[src/rtl/servo_pkg.sv]
// servo_pkg: shared clock-derived defaults and the pulse-length helper for servo_bank.
package servo_pkg;

  localparam int unsigned CLK_HZ    = 50_000_000;
  localparam int unsigned FRAME_CYC = CLK_HZ / 50;     // 20 ms frame
  localparam int unsigned MIN_PULSE = CLK_HZ / 1000;   // 1 ms at position 0
  localparam int unsigned STEP_CYC  = 196;
  localparam int unsigned SLEW_STEP = 4;
  localparam int unsigned PL_W      = 32;

  // Pulse length in cycles for a position; evaluated at full 32-bit width.
  function automatic logic [PL_W-1:0] pulse_len_f(input logic [PL_W-1:0] pos,
                                                   input logic [PL_W-1:0] min_pulse,
                                                   input logic [PL_W-1:0] step_cyc);
    return min_pulse + pos * step_cyc;
  endfunction

endpackage

[src/rtl/servo_channel.sv]
// servo_channel: one servo output - target and current position, pulse length and PWM compare.
// With SERVO_SLEW_EN defined the current position moves at most SLEW_STEP per frame.
module servo_channel
  import servo_pkg::*;
#(
  parameter int unsigned POS_W       = 8,
  parameter int unsigned CTR_W       = 20,
  parameter int unsigned MIN_PULSE_C = 50_000,
`ifdef SERVO_SLEW_EN
  parameter int unsigned SLEW_STEP_C = 4,
`endif
  parameter int unsigned STEP_CYC_C  = 196
) (
  input  logic             clk,
  input  logic             rst,
  input  logic             boundary,
  input  logic             wr_en,
  input  logic [POS_W-1:0] wr_pos,
  input  logic             en_in,
  input  logic [CTR_W-1:0] ctr,
  output logic             servo,
  output logic             busy
);

  localparam logic [POS_W-1:0] CENTRE = POS_W'(1) << (POS_W - 1);
  localparam logic [CTR_W-1:0] CENTRE_LEN =
    CTR_W'(pulse_len_f(PL_W'(CENTRE), PL_W'(MIN_PULSE_C), PL_W'(STEP_CYC_C)));

  logic [POS_W-1:0] target_q, target_d;
  logic [POS_W-1:0] cur_q, cur_d;
  logic [CTR_W-1:0] pulse_len_q, pulse_len_d;
  logic             en_q, en_d;
  logic             servo_q, servo_d;
  logic [POS_W-1:0] cur_next;

`ifdef SERVO_SLEW_EN
  logic [POS_W-1:0] gap;
  logic [POS_W-1:0] step;

  always_comb begin
    gap  = (target_q > cur_q) ? (target_q - cur_q) : (cur_q - target_q);
    step = gap;
    if (32'(gap) > SLEW_STEP_C) begin
      step = POS_W'(SLEW_STEP_C);
    end
    cur_next = (target_q > cur_q) ? (cur_q + step) : (cur_q - step);
  end
`else
  assign cur_next = target_q;
`endif

  always_comb begin
    target_d    = target_q;
    cur_d       = cur_q;
    pulse_len_d = pulse_len_q;
    en_d        = en_q;
    if (wr_en) begin
      target_d = wr_pos;
    end
    // Legal parameters keep every pulse length below FRAME_CYC, so it fits the counter width.
    if (boundary) begin
      cur_d       = cur_next;
      pulse_len_d = CTR_W'(pulse_len_f(PL_W'(cur_next), PL_W'(MIN_PULSE_C), PL_W'(STEP_CYC_C)));
      en_d        = en_in;
    end
    servo_d = en_q && (ctr < pulse_len_q);
  end

  always_ff @(posedge clk) begin
    if (rst) begin
      target_q    <= CENTRE;
      cur_q       <= CENTRE;
      pulse_len_q <= CENTRE_LEN;
      en_q        <= 1'b0;
      servo_q     <= 1'b0;
    end else begin
      target_q    <= target_d;
      cur_q       <= cur_d;
      pulse_len_q <= pulse_len_d;
      en_q        <= en_d;
      servo_q     <= servo_d;
    end
  end

  assign servo = servo_q;
  assign busy  = (cur_q != target_q);

endmodule

[src/rtl/servo_bank.sv]
// servo_bank: multi-channel servo PWM generator with a shared frame counter and valid/ready writes.
// Define SERVO_SLEW_EN to rate-limit each channel's position change to SLEW_STEP per frame.
module servo_bank #(
  parameter int unsigned N_CH      = 4,
  parameter int unsigned POS_W     = 8,
  parameter int unsigned FRAME_CYC = servo_pkg::FRAME_CYC,
  parameter int unsigned MIN_PULSE = servo_pkg::MIN_PULSE,
  parameter int unsigned STEP_CYC  = servo_pkg::STEP_CYC,
  parameter int unsigned SLEW_STEP = servo_pkg::SLEW_STEP
) (
  input  logic                                    clk,
  input  logic                                    rst,
  input  logic                                    wr_valid,
  output logic                                    wr_ready,
  input  logic [((N_CH > 1) ? $clog2(N_CH) : 1)-1:0] wr_ch,
  input  logic [POS_W-1:0]                        wr_pos,
  input  logic [N_CH-1:0]                         en,
  output logic [N_CH-1:0]                         servo,
  output logic [N_CH-1:0]                         busy,
  output logic                                    frame_start
);

  import servo_pkg::*;

  localparam int unsigned CTR_W = $clog2(FRAME_CYC);
  localparam logic [CTR_W-1:0] LAST = CTR_W'(FRAME_CYC - 1);

  if (pulse_len_f(PL_W'((1 << POS_W) - 1), PL_W'(MIN_PULSE), PL_W'(STEP_CYC)) >= PL_W'(FRAME_CYC))
  begin : g_bad_params
    $error("servo_bank: longest pulse does not fit inside the frame");
  end
  if (SLEW_STEP == 0) begin : g_bad_slew
    $error("servo_bank: SLEW_STEP must be nonzero");
  end

  logic [CTR_W-1:0] ctr_q, ctr_d;
  logic             boundary;
  logic [N_CH-1:0]  wr_hit;

  assign boundary    = (ctr_q == LAST);
  assign wr_ready    = !boundary;
  assign frame_start = (ctr_q == '0);

  always_comb begin
    ctr_d = ctr_q + CTR_W'(1);
    if (boundary) begin
      ctr_d = '0;
    end
  end

  always_ff @(posedge clk) begin
    if (rst) begin
      ctr_q <= '0;
    end else begin
      ctr_q <= ctr_d;
    end
  end

  // Out-of-range channel indices match no channel: the write is acknowledged and dropped.
  for (genvar gi = 0; gi < N_CH; gi++) begin : g_ch
    assign wr_hit[gi] = wr_valid && wr_ready && (32'(wr_ch) == gi);

    servo_channel #(
      .POS_W       (POS_W),
      .CTR_W       (CTR_W),
      .MIN_PULSE_C (MIN_PULSE),
`ifdef SERVO_SLEW_EN
      .SLEW_STEP_C (SLEW_STEP),
`endif
      .STEP_CYC_C  (STEP_CYC)
    ) u_ch (
      .clk      (clk),
      .rst      (rst),
      .boundary (boundary),
      .wr_en    (wr_hit[gi]),
      .wr_pos   (wr_pos),
      .en_in    (en[gi]),
      .ctr      (ctr_q),
      .servo    (servo[gi]),
      .busy     (busy[gi])
    );
  end

endmodule

[config.mk]
export PLATFORM = sky130hd
export DESIGN_NAME = servo_bank
export DESIGN_NICKNAME = d
export VERILOG_FILES = /design/src/rtl/servo_pkg.sv /design/src/rtl/servo_channel.sv /design/src/rtl/servo_bank.sv
export SDC_FILE = /design/constraint.sdc
export NUM_CORES = 1
export LEC_CHECK = 0
export CAP_MARGIN = 20
export CORE_MARGIN = 1
export CORE_UTILIZATION = 45
export DETAILED_ROUTE_END_ITERATION = 10
export HOLD_SLACK_MARGIN = 0.08
export PLACE_DENSITY = 0.62
export SYNTH_ARGS = -nofsm -noshare
export SYNTH_HDL_FRONTEND = slang
export SYNTH_SLANG_ARGS = --single-unit
[constraint.sdc]
create_clock -name clk -period 3.1 [get_ports clk]
set_input_delay 0.465 -clock clk [delete_from_list [all_inputs] [get_ports clk]]
set_output_delay 0.465 -clock clk [all_outputs]
set_load 0.01 [all_outputs]
==> results.sh <==
export IMPL_place_inst=1577
export IMPL_synth_xor_area_share_pct=8.05
export IMPL_htree_levels=4
export IMPL_numPortBuffers=26
export IMPL_synth_nets=1394
export IMPL_tightest_slew_ns=0.885
export IMPL_fmax_ghz=0.317
export IMPL_cts_buffers=17
export IMPL_cp_max_fo=3
export IMPL_cp_data_required_time_ns=3.44
export IMPL_hold_path_class="flop to flop"
export IMPL_worstSkewPairLatency_ns=0.43
export IMPL_gr_usage_met3_pct=3.24
export IMPL_grt_pass1_wl_um=42600
export IMPL_use_met2_pct=38.5
export IMPL_hold_violations=0
export IMPL_ys_types=53
export IMPL_first_pass_iters=4
export IMPL_critPathSlowestCell="fa_2"
export IMPL_fin_util_pct=58.2
export IMPL_gr_total_overflow=0
export IMPL_clkTransAtPathRegs_ns=0.06
export IMPL_crit_chain="buf_6 -> ha_4 -> fa_1 -> ha_4 -> ha_4 -> inv_2 -> fa_2 -> nor2b_4 -> nand2_2 -> nor4b_4 -> and3_1 -> or3_1 -> o311ai_2"
export IMPL_cts_tree="done"
export IMPL_synthArstFlopShare_pct=0
export IMPL_cpMostUsedCell="ha_4"
export IMPL_cap_viol_max_count=0
export IMPL_gp_congestion=0.818
export IMPL_yosys_area_share_adder_pct=23.0
export IMPL_outcome="finished with violations"
export IMPL_power_density_nw_per_um2=369
export IMPL_antenna_found_initial=0
export IMPL_netlist_area_leader_share_pct=27.9
export IMPL_worstSetupPathType="flop to flop"
export IMPL_synth_top_cells_by_count="ha_1 (171), dfxtp_1 (144), nand2_1 (141)"
export IMPL_grtUsageMet1_pct=30.2
export IMPL_drv_slew=0
export IMPL_crit_path_end_kind="flop"
export IMPL_grt_use_total_pct=22.8
export IMPL_fp_dieArea_um2=23600
export IMPL_yosysMostFrequentCell="ha_1"
export IMPL_peakVddDrop_mv=0.297
export IMPL_final_cells=1619
export IMPL_slowest_delay_ns=0.54
export IMPL_synth_compound_area_share_pct=13.7
export IMPL_synth_mux_area_fraction_pct=3.29
export IMPL_drc_errors=0
export IMPL_timing_final_crit_share_pct=102
export IMPL_arrival_ns=3.50
export IMPL_fp_dieH_um=154
export IMPL_n_antenna_cell=0
export IMPL_synth_cells=1194
export IMPL_cts_buffer_depth=2
export IMPL_yosysTopAreaCell="dfxtp_1"
export IMPL_grt_pass1_vias=8495
export IMPL_cts_sinks=144
export IMPL_viasPerCell=5.39
export IMPL_busiest_layer="met2"
export IMPL_synth_edf_count=0
export IMPL_hold_buffers=0
export IMPL_synth_top_family_by_area="adder cells"
export IMPL_ys_warn_count=0
export IMPL_ys_flop_type="dfxtp_1"
export IMPL_yosys_area_share_simple_pct=18.2
export IMPL_die_w_um=154
export IMPL_syn_area_per_cell_um2=8.66
export IMPL_synth_area_leaders="dfxtp_1 (28%), ha_1 (21%), nand2_1 (5.1%)"
export IMPL_syn_to_final_growth_pct=27.1
export IMPL_setup_ws_ns=-0.0560
export IMPL_synth_seq_area_share_pct=27.9
export IMPL_ant_nets=0
export IMPL_dp_final_hpwl_um=18900
export IMPL_fin_nets=1521
export IMPL_holdWs_ns=0.450
export IMPL_route_vias_total=8734
export IMPL_rows=55
export IMPL_rsz0062_at_grt="yes"
export IMPL_root_buffer="clkbuf_16"
export IMPL_drive_above_1_share_pct=21.7
export IMPL_fin_worst_skew_ns=0.00856
export IMPL_ys_seq_elements=144
export IMPL_setup_violations=5
export IMPL_coreArea_um2=22600
export IMPL_grt_max_degree=53
export IMPL_power_leakage_nw=6.40
export IMPL_wl_per_cell_um=16.2
export IMPL_drt_iter0_drc=345
export IMPL_period_needed_ns=3.16
export IMPL_worst_slew_margin_rel_pct=40.7
export IMPL_drt_total_wl_um=26200
export IMPL_initial_core_util_pct=45.8
export IMPL_violations="negative setup slack"
export IMPL_netlist_area_um2=10300
export IMPL_pin_count=27
export IMPL_worst_setup_path_start_kind="flop"
[final timing paths]
check / start / endpoint / slack [ns] / cells after the start
min: g_ch[2].u_ch.pulse_len_q[5] / g_ch[2].u_ch.pulse_len_q[5] / 0.45 / 2
max: g_ch[2].u_ch.cur_next[1] / g_ch[2].u_ch.pulse_len_q[14] / -0.06 / 13
max reg2reg: g_ch[2].u_ch.cur_next[1] / g_ch[2].u_ch.pulse_len_q[14] / -0.06 / 13
min reg2reg: g_ch[2].u_ch.pulse_len_q[5] / g_ch[2].u_ch.pulse_len_q[5] / 0.45 / 2
[per-stage QoR]
| step | area, µm² | total power [mW] | setup TNS (ns) | worst slack, ns |
|---|---|---|---|---|
| after floorplan | 10500 | 2.33 | -0.0399 | -0.0399 |
| after global placement | 11800 | 2.57 | -1.15 | -0.134 |
| after detailed placement | 11800 | 2.57 | -2.35 | -0.241 |
| after CTS | 12800 | 4.82 | -0.126 | -0.0564 |
| after global routing | 13100 | 5.03 | -1.73 | -0.171 |
| final | 13100 | 4.85 | -0.135 | -0.0560 |
[layout make-up]
cell class	count	area [µm²]
well taps	285	357
clock buffers	18	429
flip-flops and latches	144	2910
multi-input cells	908	7630
clock inverters	14	189
fillers	2022	9430
inverters	96	363
repair buffers	154	1250
[placed cells by master, fill, tap and decap left out, drive strengths merged, types with 9 or more instances in the layout]
| cell type | n |
|---|---|
| dfxtp | 144 |
| o211ai | 29 |
| nand4 | 12 |
| mux2i | 34 |
| clkbuf | 18 |
| o21a | 14 |
| clkdlybuf4s50 | 25 |
| nand2 | 141 |
| nand3 | 22 |
| nor2b | 23 |
| o311ai | 9 |
| nor2 | 76 |
| inv | 98 |
| xnor2 | 36 |
| nor4 | 12 |
| or4 | 9 |
| a21oi | 81 |
| and3 | 13 |
| ha | 171 |
| a21o | 19 |
| xor2 | 59 |
| o21ai | 28 |
| fa | 12 |
| nand2b | 14 |
| buf | 129 |
| a211oi | 14 |
[sequential cells by signal (all words and copies together), names as in the netlist]
name                   flops
g_ch.u_ch.cur_next        32
g_ch.u_ch.servo            4
g_ch.u_ch.en_q             4
g_ch.u_ch.cur_q           32
g_ch.u_ch.pulse_len_q     52
ctr_q                     20
[what timing repair did]
item	4_1_cts	5_1_grt
resized for setup	81	51
setup endpoints to repair	22	24
setup buffers	7	5
pin swaps	34	41
gates cloned	0	0
[per-layer routing]
metal	part of all wire (%)	up-vias
met2	47	111
met1	48	4178
met3	3.3	19
met5	0	-
met4	1.4	0
li1	-	4426
[report_power, final]
part / leakage, nW / internal [mW] / switching [mW]
sequential: 1.17 / 1.87 / 0.0250
combinational: 4.93 / 0.383 / 0.376
clock: 0.296 / 1.35 / 0.853
total: 6.40 / 3.60 / 1.25
[cells by family (layout without fill, tap and decap cells)]
kind of cell    after synthesis  after routing
compound gates              222            222
xor+xnor                     95             95
fa+ha+maj                   183            183
buf+inv                     142            282
flops                       144            144
mux                          34             34
simple gates                374            374
[critical path: cells and delay by family, from the launching register on]
kind	cells	cell delay [ns]
flops	1	0.34
buf+inv	2	0.16
simple gates	5	0.87
compound gates	1	0.08
fa+ha+maj	5	1.62
Note: power is estimated with default switching activity, not from simulation.
